`src/rtl/goodness_accumulator_pkg.sv`:
```
// Shared constants and width helpers for the Forward-Forward goodness accumulator.
package goodness_accumulator_pkg;

  typedef logic [1:0] state_t;

  localparam state_t ST_IDLE  = 2'd0;
  localparam state_t ST_ACCUM = 2'd1;
  localparam state_t ST_FLUSH = 2'd2;
  localparam state_t ST_DONE  = 2'd3;

  localparam int FLUSH_CYCLES = 2;

  function automatic int calc_words(input int neurons, input int parallel);
    return neurons / parallel;
  endfunction

  // Wide enough for either a squared spike count or a positive membrane value.
  function automatic int calc_term_width(input int cnt_w, input int mem_w);
    return (2 * cnt_w > mem_w - 1) ? 2 * cnt_w : mem_w - 1;
  endfunction

endpackage

```
`src/rtl/goodness_accumulator_if.sv`:
```
// Sweep control, lane data and result signals between the SRAM controller and the accumulator.
interface goodness_accumulator_if #(
  parameter int POST_NEUR_PARALLEL        = 4,
  parameter int POST_NEUR_SPIKE_CNT_WIDTH = 7,
  parameter int POST_NEUR_MEM_WIDTH       = 12,
  parameter int GOODNESS_WIDTH            = 24
);

  logic                                                  start;
  logic                                                  label_pos;
  logic                                                  mode;
  logic [GOODNESS_WIDTH-1:0]                             goodness_thr;
  logic                                                  word_valid;
  logic [POST_NEUR_SPIKE_CNT_WIDTH*POST_NEUR_PARALLEL-1:0] post_neur_s_cnt;
  logic [POST_NEUR_MEM_WIDTH*POST_NEUR_PARALLEL-1:0]     post_neur_mem_bus;

  logic                                                  busy;
  logic [GOODNESS_WIDTH-1:0]                             goodness;
  logic                                                  goodness_valid;
  logic                                                  goodness_above;
  logic                                                  train_pot;
  logic                                                  train_dep;
  logic                                                  sat;

  modport master (
    output start, label_pos, mode, goodness_thr, word_valid, post_neur_s_cnt, post_neur_mem_bus,
    input  busy, goodness, goodness_valid, goodness_above, train_pot, train_dep, sat
  );

  modport slave (
    input  start, label_pos, mode, goodness_thr, word_valid, post_neur_s_cnt, post_neur_mem_bus,
    output busy, goodness, goodness_valid, goodness_above, train_pot, train_dep, sat
  );

endinterface

```
`src/rtl/goodness_accumulator_lane_term.sv`:
```
// Per-lane goodness term: squared spike count (mode 0) or ReLU of the membrane (mode 1).
module goodness_lane_term
  import goodness_accumulator_pkg::*;
#(
  parameter int CNT_W  = 7,
  parameter int MEM_W  = 12,
  parameter int TERM_W = calc_term_width(CNT_W, MEM_W)
) (
  input  logic              mode,
  input  logic [CNT_W-1:0]  cnt,
  input  logic [MEM_W-1:0]  mem,
  output logic [TERM_W-1:0] term
);

  logic [2*CNT_W-1:0] sq;

  assign sq = {{CNT_W{1'b0}}, cnt} * {{CNT_W{1'b0}}, cnt};

  always_comb begin
    term = '0;
    if (!mode) begin
      term = TERM_W'(sq);
    end else if (!mem[MEM_W-1]) begin
      term = TERM_W'(mem[MEM_W-2:0]);
    end
  end

endmodule

```
`src/rtl/goodness_accumulator.sv`:
```
// Accumulates per-sample Forward-Forward goodness over all post-neuron SRAM words
// and turns it into potentiate/depress decisions against a programmable threshold.
module goodness_accumulator
  import goodness_accumulator_pkg::*;
#(
  parameter int OUTPUT_NEURON             = 256,
  parameter int POST_NEUR_PARALLEL        = 4,
  parameter int POST_NEUR_SPIKE_CNT_WIDTH = 7,
  parameter int POST_NEUR_MEM_WIDTH       = 12,
  parameter int GOODNESS_WIDTH            = 24
) (
  input logic                   clk,
  input logic                   rst_n,
  goodness_accumulator_if.slave bus
);

  localparam int WORDS  = calc_words(OUTPUT_NEURON, POST_NEUR_PARALLEL);
  localparam int BEAT_W = $clog2(WORDS);
  localparam int TERM_W = calc_term_width(POST_NEUR_SPIKE_CNT_WIDTH, POST_NEUR_MEM_WIDTH);
  localparam int SUM_W  = TERM_W + $clog2(POST_NEUR_PARALLEL);
  localparam int CNT_W  = POST_NEUR_SPIKE_CNT_WIDTH;
  localparam int MEM_W  = POST_NEUR_MEM_WIDTH;

  state_t                    state;
  logic [BEAT_W-1:0]         beat_cnt;
  logic [1:0]                flush_cnt;
  logic                      label_q;
  logic                      mode_q;
  logic [GOODNESS_WIDTH-1:0] thr_q;

  logic [TERM_W-1:0]         lane_term [POST_NEUR_PARALLEL];
  logic [TERM_W-1:0]         term_q    [POST_NEUR_PARALLEL];
  logic                      term_v_q;
  logic [SUM_W-1:0]          beat_sum;
  logic [GOODNESS_WIDTH:0]   acc_sum;
  logic [GOODNESS_WIDTH-1:0] acc;
  logic                      sat_q;

  logic [GOODNESS_WIDTH-1:0] goodness_q;
  logic                      above_q;
  logic                      pot_q;
  logic                      dep_q;

  logic                      accept;
  logic                      flush_last;
  logic                      valid_int;

  assign accept     = (state == ST_ACCUM) && bus.word_valid && !bus.start;
  assign flush_last = (state == ST_FLUSH) && (flush_cnt == 2'(FLUSH_CYCLES - 1));

  for (genvar i = 0; i < POST_NEUR_PARALLEL; i++) begin : g_lane
    goodness_lane_term #(
      .CNT_W  (CNT_W),
      .MEM_W  (MEM_W),
      .TERM_W (TERM_W)
    ) u_term (
      .mode (mode_q),
      .cnt  (bus.post_neur_s_cnt[i*CNT_W +: CNT_W]),
      .mem  (bus.post_neur_mem_bus[i*MEM_W +: MEM_W]),
      .term (lane_term[i])
    );
  end

  // A START anywhere, including the DONE cycle, restarts the sweep and wins over the FSM.
  always_ff @(posedge clk) begin
    if (!rst_n) begin
      state     <= ST_IDLE;
      beat_cnt  <= '0;
      flush_cnt <= '0;
      label_q   <= 1'b0;
      mode_q    <= 1'b0;
      thr_q     <= '0;
    end else if (bus.start) begin
      state     <= ST_ACCUM;
      beat_cnt  <= '0;
      flush_cnt <= '0;
      label_q   <= bus.label_pos;
      mode_q    <= bus.mode;
      thr_q     <= bus.goodness_thr;
    end else begin
      case (state)
        ST_ACCUM: begin
          if (bus.word_valid) begin
            beat_cnt <= beat_cnt + 1'b1;
            if (beat_cnt == BEAT_W'(WORDS - 1)) begin
              state     <= ST_FLUSH;
              flush_cnt <= '0;
            end
          end
        end
        ST_FLUSH: begin
          if (flush_last) state <= ST_DONE;
          else            flush_cnt <= flush_cnt + 1'b1;
        end
        ST_DONE:  state <= ST_IDLE;
        default:  state <= ST_IDLE;
      endcase
    end
  end

  always_comb begin
    beat_sum = '0;
    for (int i = 0; i < POST_NEUR_PARALLEL; i++) begin
      beat_sum = beat_sum + SUM_W'(term_q[i]);
    end
  end

  assign acc_sum = {1'b0, acc} + (GOODNESS_WIDTH + 1)'(beat_sum);

  always_ff @(posedge clk) begin
    if (!rst_n) begin
      term_v_q <= 1'b0;
      acc      <= '0;
      sat_q    <= 1'b0;
      for (int i = 0; i < POST_NEUR_PARALLEL; i++) term_q[i] <= '0;
    end else if (bus.start) begin
      term_v_q <= 1'b0;
      acc      <= '0;
      sat_q    <= 1'b0;
    end else begin
      term_v_q <= accept;
      if (accept) term_q <= lane_term;
      if (term_v_q) begin
        if (acc_sum[GOODNESS_WIDTH]) begin
          acc   <= '1;
          sat_q <= 1'b1;
        end else begin
          acc <= acc_sum[GOODNESS_WIDTH-1:0];
        end
      end
    end
  end

  // The accumulator is final on the last FLUSH cycle, so the result lands as DONE begins.
  always_ff @(posedge clk) begin
    if (!rst_n) begin
      goodness_q <= '0;
      above_q    <= 1'b0;
      pot_q      <= 1'b0;
      dep_q      <= 1'b0;
    end else if (flush_last && !bus.start) begin
      goodness_q <= acc;
      above_q    <= (acc >= thr_q);
      pot_q      <= label_q && !(acc >= thr_q);
      dep_q      <= !label_q && (acc >= thr_q);
    end
  end

  assign valid_int          = (state == ST_DONE) && !bus.start;
  assign bus.busy           = (state != ST_IDLE);
  assign bus.goodness       = goodness_q;
  assign bus.goodness_valid = valid_int;
  assign bus.goodness_above = above_q;
  assign bus.train_pot      = pot_q && valid_int;
  assign bus.train_dep      = dep_q && valid_int;
  assign bus.sat            = sat_q;

endmodule
```
`src/flat_wrapper.sv`:
```
// flat-port wrapper written by rule: the top's interface ports become plain ports
module goodness_accumulator_flat import goodness_accumulator_pkg::*;
#(
  parameter int OUTPUT_NEURON             = 256,
  parameter int POST_NEUR_PARALLEL        = 4,
  parameter int POST_NEUR_SPIKE_CNT_WIDTH = 7,
  parameter int POST_NEUR_MEM_WIDTH       = 12,
  parameter int GOODNESS_WIDTH            = 24
)
  (clk, rst_n, bus_start, bus_label_pos, bus_mode, bus_goodness_thr, bus_word_valid, bus_post_neur_s_cnt, bus_post_neur_mem_bus, bus_busy, bus_goodness, bus_goodness_valid, bus_goodness_above, bus_train_pot, bus_train_dep, bus_sat);
  goodness_accumulator_if #(.POST_NEUR_PARALLEL(POST_NEUR_PARALLEL), .POST_NEUR_SPIKE_CNT_WIDTH(POST_NEUR_SPIKE_CNT_WIDTH), .POST_NEUR_MEM_WIDTH(POST_NEUR_MEM_WIDTH), .GOODNESS_WIDTH(GOODNESS_WIDTH)) bus_i ();
  input logic clk;
  input logic rst_n;
  input wire logic [$bits(bus_i.start)-1:0] bus_start;
  input wire logic [$bits(bus_i.label_pos)-1:0] bus_label_pos;
  input wire logic [$bits(bus_i.mode)-1:0] bus_mode;
  input wire logic [$bits(bus_i.goodness_thr)-1:0] bus_goodness_thr;
  input wire logic [$bits(bus_i.word_valid)-1:0] bus_word_valid;
  input wire logic [$bits(bus_i.post_neur_s_cnt)-1:0] bus_post_neur_s_cnt;
  input wire logic [$bits(bus_i.post_neur_mem_bus)-1:0] bus_post_neur_mem_bus;
  output wire logic [$bits(bus_i.busy)-1:0] bus_busy;
  output wire logic [$bits(bus_i.goodness)-1:0] bus_goodness;
  output wire logic [$bits(bus_i.goodness_valid)-1:0] bus_goodness_valid;
  output wire logic [$bits(bus_i.goodness_above)-1:0] bus_goodness_above;
  output wire logic [$bits(bus_i.train_pot)-1:0] bus_train_pot;
  output wire logic [$bits(bus_i.train_dep)-1:0] bus_train_dep;
  output wire logic [$bits(bus_i.sat)-1:0] bus_sat;
  assign bus_i.start = bus_start;
  assign bus_i.label_pos = bus_label_pos;
  assign bus_i.mode = bus_mode;
  assign bus_i.goodness_thr = bus_goodness_thr;
  assign bus_i.word_valid = bus_word_valid;
  assign bus_i.post_neur_s_cnt = bus_post_neur_s_cnt;
  assign bus_i.post_neur_mem_bus = bus_post_neur_mem_bus;
  assign bus_busy = bus_i.busy;
  assign bus_goodness = bus_i.goodness;
  assign bus_goodness_valid = bus_i.goodness_valid;
  assign bus_goodness_above = bus_i.goodness_above;
  assign bus_train_pot = bus_i.train_pot;
  assign bus_train_dep = bus_i.train_dep;
  assign bus_sat = bus_i.sat;
  goodness_accumulator #(.OUTPUT_NEURON(OUTPUT_NEURON), .POST_NEUR_PARALLEL(POST_NEUR_PARALLEL), .POST_NEUR_SPIKE_CNT_WIDTH(POST_NEUR_SPIKE_CNT_WIDTH), .POST_NEUR_MEM_WIDTH(POST_NEUR_MEM_WIDTH), .GOODNESS_WIDTH(GOODNESS_WIDTH)) u_core (.clk(clk), .rst_n(rst_n), .bus(bus_i));
endmodule
```
`config.mk`:
```
export PLATFORM = sky130hd
export DESIGN_NAME = goodness_accumulator_flat
export DESIGN_NICKNAME = d
export VERILOG_FILES = /design/src/rtl/goodness_accumulator_pkg.sv /design/src/rtl/goodness_accumulator_if.sv /design/src/rtl/goodness_accumulator_lane_term.sv /design/src/rtl/goodness_accumulator.sv /design/src/flat_wrapper.sv
export SDC_FILE = /design/constraint.sdc
export NUM_CORES = 1
export LEC_CHECK = 0
export BUFFER_PORTS_ARGS = -buffer_cell sky130_fd_sc_hd__clkbuf_2
export CORE_ASPECT_RATIO = 1.4
export CORE_UTILIZATION = 40
export CTS_CLUSTER_SIZE = 10
export DETAILED_ROUTE_END_ITERATION = 10
export SLEW_MARGIN = 20
export SYNTH_ARGS = -nofsm -noshare
export SYNTH_HDL_FRONTEND = slang
export SYNTH_SLANG_ARGS = --single-unit
```
`constraint.sdc`:
```
create_clock -name clk -period 6 [get_ports clk]
set_clock_uncertainty 0.1 [all_clocks]
set_input_delay 0.3 -clock clk [delete_from_list [all_inputs] [get_ports clk]]
set_output_delay 0.3 -clock clk [all_outputs]
set_load 0.02 [all_outputs]
```
==> flow_summary.ini, run 1 <==
[routing]
drt.antenna.violating_nets = 0
via_count = 11490
wl_um = 34770
drt_iter0_drc = 475
routedWlPerCell_um = 15.93
drt-vias-per-instance = 5.261
drc = 0
firstDrtPassIters = 5

[sta]
worst_slack_ns = 0.2970
hold_viol_final = 0
setup_violations = 0
rsz0062_at_grt = true
fmaxAchievable_mhz = 175.3
relSlewSlack = 0.2467
timing.hold.ws_ns = 0.01550
fin_crit_sh = 0.9505
final_max_slew_viol_count = 0
finalCriticalPeriod_ns = 5.703
worst_pin_slew_ns = 1.126

[power]
p_per_area_nw_per_um2 = 231.5
sw_frac_of_total = 0.3581
p_int_uw = 2242
power_switching_uw = 1251
combPwrFrac = 0.397
seqPwrFrac = 0.288
ir_drop_v = 0.0002029
clock_power_share = 0.315
leakagePower_uw = 0.007125

[floorplan]
io_pins = 136
rows = 78
core_region_area_um2 = 32500
dieArea_um2 = 33900
start_util = 0.4081
die_w_um = 155.9
die_h_um = 217.5

[clock_network]
tritoncts = built
cts.clk_slew.worst_paths_ns = 0.06
cts_buffers = 17
insertion_delay_ns = 0.44
cts_root_buffer = clkbuf_16
cts.path.max_buffers = 2
htree_levels = 4
clock_sinks = 145

[critical_path]
cp.required_ns = 6.18
critical_path_arrival_ns = 5.89
reg2reg_slack_ns = 0.30
critPathCaptureType = flop
max_stage_delay_ns = 0.52
cp_top_family = compound AO/OA/AOI/OAI gates
slowest_stage = a2111oi_1
cp-start-kind = flop
path_class = flop to flop
crit_path_max_fanout = 8
crit_buf_inv = 2

[global_routing]
grt_pass1_wl_um = 56670
grt_busiest_layer = met2
met1_usage = 0.2357
met3_usage = 0.02842
grt_usage = 0.2114
antenna_found_initial = 0
grt_max_degree = 45
met2_usage = 0.4037
grt_pass1_vias = 11450
grt.overflow.total = 0

[layout]
instances_no_fill = 2183
area_growth_pct = 13.73
nFillCells = 3236
layout.cells.most_common_list = ha_1, inv_1, nand2_1, dfxtp_1, a21oi_1
layout-drive-gt1-share = 0.1234
layout_commonest_cell = ha_1
antenna_cells = 0
post-route-util = 0.4642
final_nets = 2083

[status]
status = finished clean

[synth]
netlist-cell-type-count = 67
ys_ff_latch = 145
yosys_warnings = 0
syn_inst = 1616
synth_top_area_share = 0.2188
yosys.area.top_type = dfxtp_1
ys.flop_type = dfxtp_1
syn_area_um2 = 13260
syn-num-nets = 1967
synth_area_leaders = dfxtp_1, ha_1, fa_1
synth_edf_count = 0
syn_avg_cell_area_um2 = 8.208
ys_async_sr_fraction = 0
ys_seq_area_frac = 0.2188

[placed_design]
dpl.hpwl_um = 27770
io_buffers = 135
dp.cells = 2138
place_congestion = 0.8670
dp_slack_ns = 0.1009

[job]
max_cap_violations = 0

[hold_path]
hold_path_class = input port to flop
[synthesized netlist by cell type, types with 4 or more instances]
master and number:
o21ai_0 82, o31ai_1 4, nand4_1 8, nand2b_1 17, fa_1 77, nand2_1 155
a211oi_1 27, and2_1 65, a31oi_1 14, mux2_2 4, nor4_1 8, a22oi_1 16
ha_1 168, nand3_1 41, clkbuf_1 56, a21oi_1 143, a21o_1 25, o21a_1 14
a221oi_1 5, dfxtp_1 145, xnor2_1 45, nor2_1 114, or3_1 7, nor3b_1 7
o211ai_1 10, or2_2 5, xor2_1 34, a21boi_0 5, mux2i_1 29, inv_1 163
and3_1 15, nor2b_1 13, o221a_2 4, o21bai_1 5, a31o_2 10, nor3_1 27
[final timing paths]
check | depth (start not counted) | from | endpoint
worst max-delay path | 25 | u_core.term_q[28] | u_core.acc[18]
worst min-delay path | 3 | bus_goodness_thr[9] | u_core.thr_q[9]
worst max register to register | 25 | u_core.term_q[28] | u_core.acc[18]
worst min register to register | 2 | u_core.bus.goodness[18] | u_core.bus.goodness[18]
[per-stage QoR]
step	setup TNS, ns	instance area [µm²]	power (µW)
after floorplan	0	13260	2077
after global placement	0	14320	2384
after detailed placement	0	14330	2404
after CTS	0	15050	3522
after global routing	-0.002265	15080	3743
final	0	15080	3493
[cells by family (layout without fill, tap and decap cells)]
logic type / Yosys count / after routing / share of synthesized area
AND/OR/NAND/NOR: 488 / 488 / 0.1750
AO/OA/AOI/OAI: 399 / 399 / 0.1890
adder cells (fa/ha/maj): 245 / 245 / 0.2747
buffers and inverters: 227 / 354 / 0.06499
flip-flops: 145 / 145 / 0.2188
XOR/XNOR: 79 / 79 / 0.05217
multiplexers: 33 / 33 / 0.02528
[routing by layer]
layer  up-vias  share of wire  wire, µm
met5         -              0         0
met4         0          0.025       869
met3        45          0.030      1044
met2       210           0.54     18620
met1      5431           0.41     14230
li1       5799              -         -
[state kept, by name (all words and copies together) (netlist names)]
name,flops
u_core.term_v_q,1
u_core.bus.goodness,24
u_core.pot_q,1
u_core.mode_q,1
u_core.label_q,1
u_core.dep_q,1
u_core.flush_cnt,2
u_core.state,2
u_core.bus.goodness_above,1
u_core.term_q,56
u_core.thr_q,24
u_core.acc,24
u_core.bus.sat,1
u_core.beat_cnt,6
[power by group through the flow]
stage	sequential (µW)	clock, µW	combinational [µW]
2_1_floorplan	1020	0	1060
4_1_cts	1010	1120	1400
6_report	1010	1100	1390
3_5_place_dp	1030	0	1380
5_1_grt	1010	1160	1580
3_3_place_gp	1030	0	1360
[area by class of cell]
class | count | area [µm²] | area share
well taps | 440 | 550.5 | 0.03650
repair buffers | 159 | 888.4 | 0.05889
inverters | 165 | 619.3 | 0.04106
clock buffers | 19 | 432.9 | 0.02870
clock inverters | 11 | 158.9 | 0.01053
multi-input cells | 1244 | 9532 | 0.6319
flip-flops and latches | 145 | 2903 | 0.1924
[what timing repair did]
item	CTS	global route
gates resized for setup	0	10
buffers inserted	0	2
setup endpoints to repair	0	25
endpoints found under the hold margin	13	0
hold buffers	13	0
[worst reg2reg max path, delay by kind of cell, from the launching register on]
family / cells / cell delay (ns)
and+or+nand+nor: 5 / 0.68
adders and majority gates: 5 / 1.86
DFF: 1 / 0.34
buffers and inverters: 2 / 0.09
AOI/OAI and AO/OA: 12 / 2.37
xor gates and xnor gates: 1 / 0.11
No activity file was read; power rests on OpenSTA's default activity.
==> inputs of run 2 (changes only) <==
Settings changed: ABC_AREA set to 1.
==> run 2 against run 1 <==
  * Total power increased by 4.3%
  * Fmax rose by 8.2%
  * First-iteration DRC count up 39%
  * Global-route usage up 1.9 points
  * Final area rose by 5.2%
  * Via count rose by 15%
  * Critical path type unchanged
==> flow_summary.ini, run 2 <==
[hold_path]
hold_depth = 3
worstHoldEndpoint = u_core.term_q[50]
hold_path_class = input port to flop
worstHoldStart = bus_post_neur_mem_bus[8]

[power]
power_switching_uw = 1415
leakagePower_uw = 0.008487
seqPwrFrac = 0.279
power_uw = 3644
p_per_area_nw_per_um2 = 229.6
sw_frac_of_total = 0.3884
combPwrFrac = 0.401
clock_power_share = 0.320
p_int_uw = 2229
ir_drop_v = 0.0001929

[synth]
netlist-cell-type-count = 47
synth_edf_count = 0
ys_ff_latch = 145
syn_area_um2 = 14200
ys_async_sr_fraction = 0
ys_seq_area_frac = 0.2044
yosysMostFrequentCell = nand2_1
syn_avg_cell_area_um2 = 6.893
yosys.area.top_type = dfxtp_1
synth_commonest_cells = nand2_1, inv_1, ha_1
synth_area_leaders = dfxtp_1, ha_1, nand2_1
syn-num-nets = 2411
yosys_warnings = 0
syn_inst = 2060
ys.flop_type = dfxtp_1
synth_top_area_share = 0.2044

[sta]
fmaxAchievable_mhz = 189.7
setup_violations = 0
worst_pin_slew_ns = 0.8593
final_max_slew_viol_count = 0
worst_slack_ns = 0.7295
finalSetupTns_ns = 0
rsz0062_at_grt = false
finalCriticalPeriod_ns = 5.270
hold_viol_final = 0
fin_crit_sh = 0.8784
relSlewSlack = 0.4263

[clock_network]
clock_sinks = 145
cts.path.max_buffers = 2
cts.clk_slew.worst_paths_ns = 0.06
cts_buffers = 17
cts_root_buffer = clkbuf_16
htree_levels = 4
cts_resized = 0
insertion_delay_ns = 0.44
tritoncts = built
cts_setup_buffers = 0

[global_routing]
grt_pass1_vias = 13150
grt.overflow.total = 0
grt_usage = 0.2299
antenna_found_initial = 0
grt_pass1_wl_um = 65950
grt_max_degree = 68

[routing]
routedWlPerCell_um = 15.38
drt_iter0_drc = 660
firstDrtPassIters = 5
route.met3.wl_um = 1036
drt-vias-per-instance = 5.043
met2_length_um = 21580
maxUsedRoutingLayer = met4
wl_um = 40390
drt.antenna.violating_nets = 0
via_count = 13240
wl_met1_um = 16820
drc = 0

[floorplan]
core_region_area_um2 = 34960
die_w_um = 161.2
io_pins = 136
dieArea_um2 = 36260
rows = 81
start_util = 0.4061
die_h_um = 224.9

[status]
status = finished clean

[critical_path]
crit-reg2reg-launch = u_core.term_q[30]
critical_path_arrival_ns = 5.54
cp_top_family = compound AO/OA/AOI/OAI gates
max_stage_delay_ns = 0.48
cp.depth = 27
slowest_stage = fa_1
crit_path_max_fanout = 10
path_class = flop to flop
reg2reg_depth = 27
crit_buf_inv = 3
critPathMostFrequentCell = nand2_1
cp.required_ns = 6.27
cp-start-kind = flop
reg2reg_slack_ns = 0.73
r2r_end = u_core.acc[14]
critPathCaptureType = flop

[layout]
layout_commonest_cell = nand2_1
layout.cells.most_common_list = nand2_1, inv_1, ha_1, a21oi_1, dfxtp_1
post-route-util = 0.4539
largest_register = u_core.term_q
largest_reg_flops = 56
layout-drive-gt1-share = 0.09908
antenna_cells = 0
final_nets = 2508
area_growth_pct = 11.77

[placed_design]
io_buffers = 135
place_congestion = 0.9955
dpl.hpwl_um = 33400
dp_slack_ns = 0.7305

[job]
max_cap_violations = 0
## run 2: power groups by stage
| stage | Clock (µW) | Sequential, µW | Combinational [µW] |
|---|---|---|---|
| 3_3_place_gp | 0 | 1040 | 1450 |
| 4_1_cts | 1190 | 1020 | 1470 |
| 6_report | 1170 | 1020 | 1460 |
| 2_1_floorplan | 0 | 1030 | 1100 |
| 3_5_place_dp | 0 | 1040 | 1460 |
| 5_1_grt | 1230 | 1020 | 1690 |
## run 2: cells by family (layout without fill, tap and decap cells)
group,count (synthesis),count (layout),share of synthesized area
AOI/OAI and AO/OA,379,379,0.1443
buffers and inverters,453,563,0.1223
DFF,145,145,0.2044
xor gates and xnor gates,55,55,0.03393
muxes,4,4,0.003172
and+or+nand+nor,779,779,0.2353
adders and majority gates,245,245,0.2566
## run 2: what timing repair did
item / 4_1_cts / 5_1_grt
endpoints found under the hold margin: 1 / 0
hold buffers: 1 / 0
setup endpoints to repair: 0 / 0
## run 2: tightest hold or removal path: cells and delay by family
kind,cells,cell delay (ns)
buf+inv,1,0.08
compound gates,1,0.08
simple gates,1,0.06
## run 2: per-stage QoR
stage / hold slack (ns) / instance area [µm²] / cells
after floorplan: 0.3349 / 14200 / 2060
after global placement: 0.3503 / 15220 / 2593
after detailed placement: 0.3575 / 15220 / 2593
after CTS: 0.004602 / 15870 / 2626
after global routing: 0.03015 / 15870 / 2626
final: 0.02283 / 15870 / 2626
## run 2: worst max-delay path by stage
stage | slack, ns | startpoint | endpoint
2_1_floorplan | 1.36 | u_core.term_q[28] | u_core.acc[23]
3_3_place_gp | 0.83 | u_core.term_q[28] | u_core.acc[19]
3_5_place_dp | 0.73 | u_core.term_q[30] | u_core.acc[13]
4_1_cts | 0.69 | u_core.term_q[30] | u_core.acc[13]
5_1_grt | 0.20 | u_core.term_q[30] | u_core.acc[18]
6_report | 0.73 | u_core.term_q[30] | u_core.acc[14]
## run 2: area by class of cell
type | instances | area [µm²]
Fill cell | 3723 | 19090
Multi-Input combinational cell | 1462 | 9565
Sequential cell | 145 | 2903
Inverter | 390 | 1469
Timing Repair Buffer | 141 | 723.2
Tap cell | 456 | 570.5
Clock buffer | 20 | 466.7
Clock inverter | 12 | 172.7
## run 2: per-layer routing
| metal | track usage | vias up |
|---|---|---|
| met1 | 0.2595 | 6161 |
| met4 | 0.07334 | 0 |
| met5 | 0 | - |
| met2 | 0.4435 | 239 |
| met3 | 0.02521 | 51 |
| li1 | - | 6792 |
==> inputs of run 3 (changes only) <==
Settings changed: RECOVER_POWER set to 25.
==> run 3 against run 2 <==
  * Clock power barely moved
  * Routed wire length barely moved
  * Final area is 0.24% lower
  * Setup slack better by 0.0021 ns
  * Core utilization is 0.11 points lower
  * Total power about the same
  * Via count is essentially flat
==> flow_summary.ini, run 3 (synthesis results as in run 2) <==
[clock_network]
cts_setup_buffers = 0
cts.path.max_buffers = 2
clock_sinks = 145
cts_buffers = 17
cts_root_buffer = clkbuf_16
htree_levels = 4
cts.clk_slew.worst_paths_ns = 0.06
tritoncts = built
insertion_delay_ns = 0.44

[critical_path]
reg2reg_depth = 27
crit_path_max_fanout = 10
path_class = flop to flop
reg2reg_slack_ns = 0.73
cp-start-kind = flop
critPathCaptureType = flop
r2r_end = u_core.acc[14]
cp.required_ns = 6.27
critical_path_arrival_ns = 5.54
crit-reg2reg-launch = u_core.term_q[30]

[routing]
routedWlPerCell_um = 15.39
drt.antenna.violating_nets = 0
drc = 0
drt_iter0_drc = 666
drt-vias-per-instance = 5.041
wl_um = 40420
via_count = 13240
firstDrtPassIters = 5

[layout]
final_nets = 2508
post-route-util = 0.4528
layout_commonest_cell = nand2_1
largest_register = u_core.term_q
instances_no_fill = 2626
largest_reg_flops = 56
area_growth_pct = 11.51
antenna_cells = 0
layout-drive-gt1-share = 0.08618
layout.cells.most_common_list = nand2_1, inv_1, ha_1, a21oi_1, dfxtp_1
nFillCells = 3741

[floorplan]
start_util = 0.4061
core_region_area_um2 = 34960
die_w_um = 161.2
dieArea_um2 = 36260
rows = 81
die_h_um = 224.9
io_pins = 136

[sta]
finalCriticalPeriod_ns = 5.268
fin_crit_sh = 0.8781
final_max_slew_viol_count = 0
hold_viol_final = 0
worst_slack_ns = 0.7316
finalSetupTns_ns = 0
setup_violations = 0
rsz0062_at_grt = false
fmaxAchievable_mhz = 189.8
worst_pin_slew_ns = 1.284
timing.hold.ws_ns = 0.02281
relSlewSlack = 0.1437

[placed_design]
dp.cells = 2593
io_buffers = 135
dp_slack_ns = 0.7305
dpl.hpwl_um = 33400
place_congestion = 0.9955

[status]
status = finished clean

[power]
combPwrFrac = 0.401
p_int_uw = 2228
leakagePower_uw = 0.008391
clock_power_share = 0.320
ir_drop_v = 0.0001929
power_switching_uw = 1415
sw_frac_of_total = 0.3883
p_per_area_nw_per_um2 = 230.1
seqPwrFrac = 0.279

[global_routing]
grt_pass1_vias = 13150
grt_usage = 0.2299
antenna_found_initial = 0
grt_max_degree = 68
grt.overflow.total = 0
grt_pass1_wl_um = 65950

[hold_path]
hold_path_class = input port to flop
hold_depth = 3
worstHoldEndpoint = u_core.term_q[50]
worstHoldStart = bus_post_neur_mem_bus[8]

[job]
max_cap_violations = 0
==> run 3: how the worst max path moves through the flow <==
stage | to | cells past startpoint | slack [ns] | from
after detailed placement | u_core.acc[13] | 27 | 0.73 | u_core.term_q[30]
after global placement | u_core.acc[19] | 29 | 0.83 | u_core.term_q[28]
after floorplan | u_core.acc[23] | 27 | 1.36 | u_core.term_q[28]
after global routing | u_core.acc[18] | 27 | 0.20 | u_core.term_q[30]
final | u_core.acc[14] | 27 | 0.73 | u_core.term_q[30]
after CTS | u_core.acc[13] | 27 | 0.69 | u_core.term_q[30]
==> run 3: per-layer routing <==
layer	up-vias	GRT usage	routed length [µm]	part of all wire
met5	-	0	0	0
met4	0	0.07334	952	0.024
met3	51	0.02521	1060	0.026
met2	240	0.4435	21590	0.53
met1	6154	0.2595	16820	0.42
li1	6793	-	-	-
==> run 3: area by class of cell <==
class                   count  area [µm²]  area share
inverters                 390        1469     0.09278
well taps                 456       570.5     0.03604
multi-input cells        1462        9565      0.6042
clock buffers              20       466.7     0.02948
clock inverters            12       172.7     0.01091
flip-flops and latches    145        2903      0.1833
repair buffers            141       685.7     0.04331
==> run 3: power groups by stage <==
stage                     registers [µW]  clock network [µW]  logic, µW
after floorplan                     1030                   0       1100
after global placement              1040                   0       1450
after detailed placement            1040                   0       1460
after CTS                           1020                1190       1470
after global routing                1020                1230       1690
final                               1020                1160       1460
==> run 3: worst max-delay path, stage by stage, from the launching register on <==
cell      delay (ns)
dfxtp_1         0.32
ha_1            0.35
a21oi_1         0.14
nand2_1         0.11
a21oi_1         0.35
o21ai_0         0.20
nand2_1         0.10
nand2_1         0.06
xnor2_1         0.15
fa_1            0.48
inv_1           0.04
ha_1            0.36
a21oi_1         0.26
o21ai_0         0.15
a211oi_1        0.40
nand2_1         0.09
nand2_1         0.07
nand2_1         0.06
ha_1            0.38
inv_1           0.11
nor3_2          0.20
and2_1          0.16
nand2_2         0.07
nand3_4         0.10
nand2_4         0.06
nand2_4         0.13
inv_6           0.09
a21oi_2         0.13
==> run 3: timing repair <==
item                      in CTS  in global routing
gates resized for setup        0                  0
hold buffers                   1                  0
hold endpoints to repair       1                  0
==> run 3: through the flow <==
stage	area [µm²]	total power, µW
floorplan	14200	2128
detailed placement	15220	2496
global placement	15220	2484
finish	15830	3643
global route	15830	3936
CTS	15870	3677
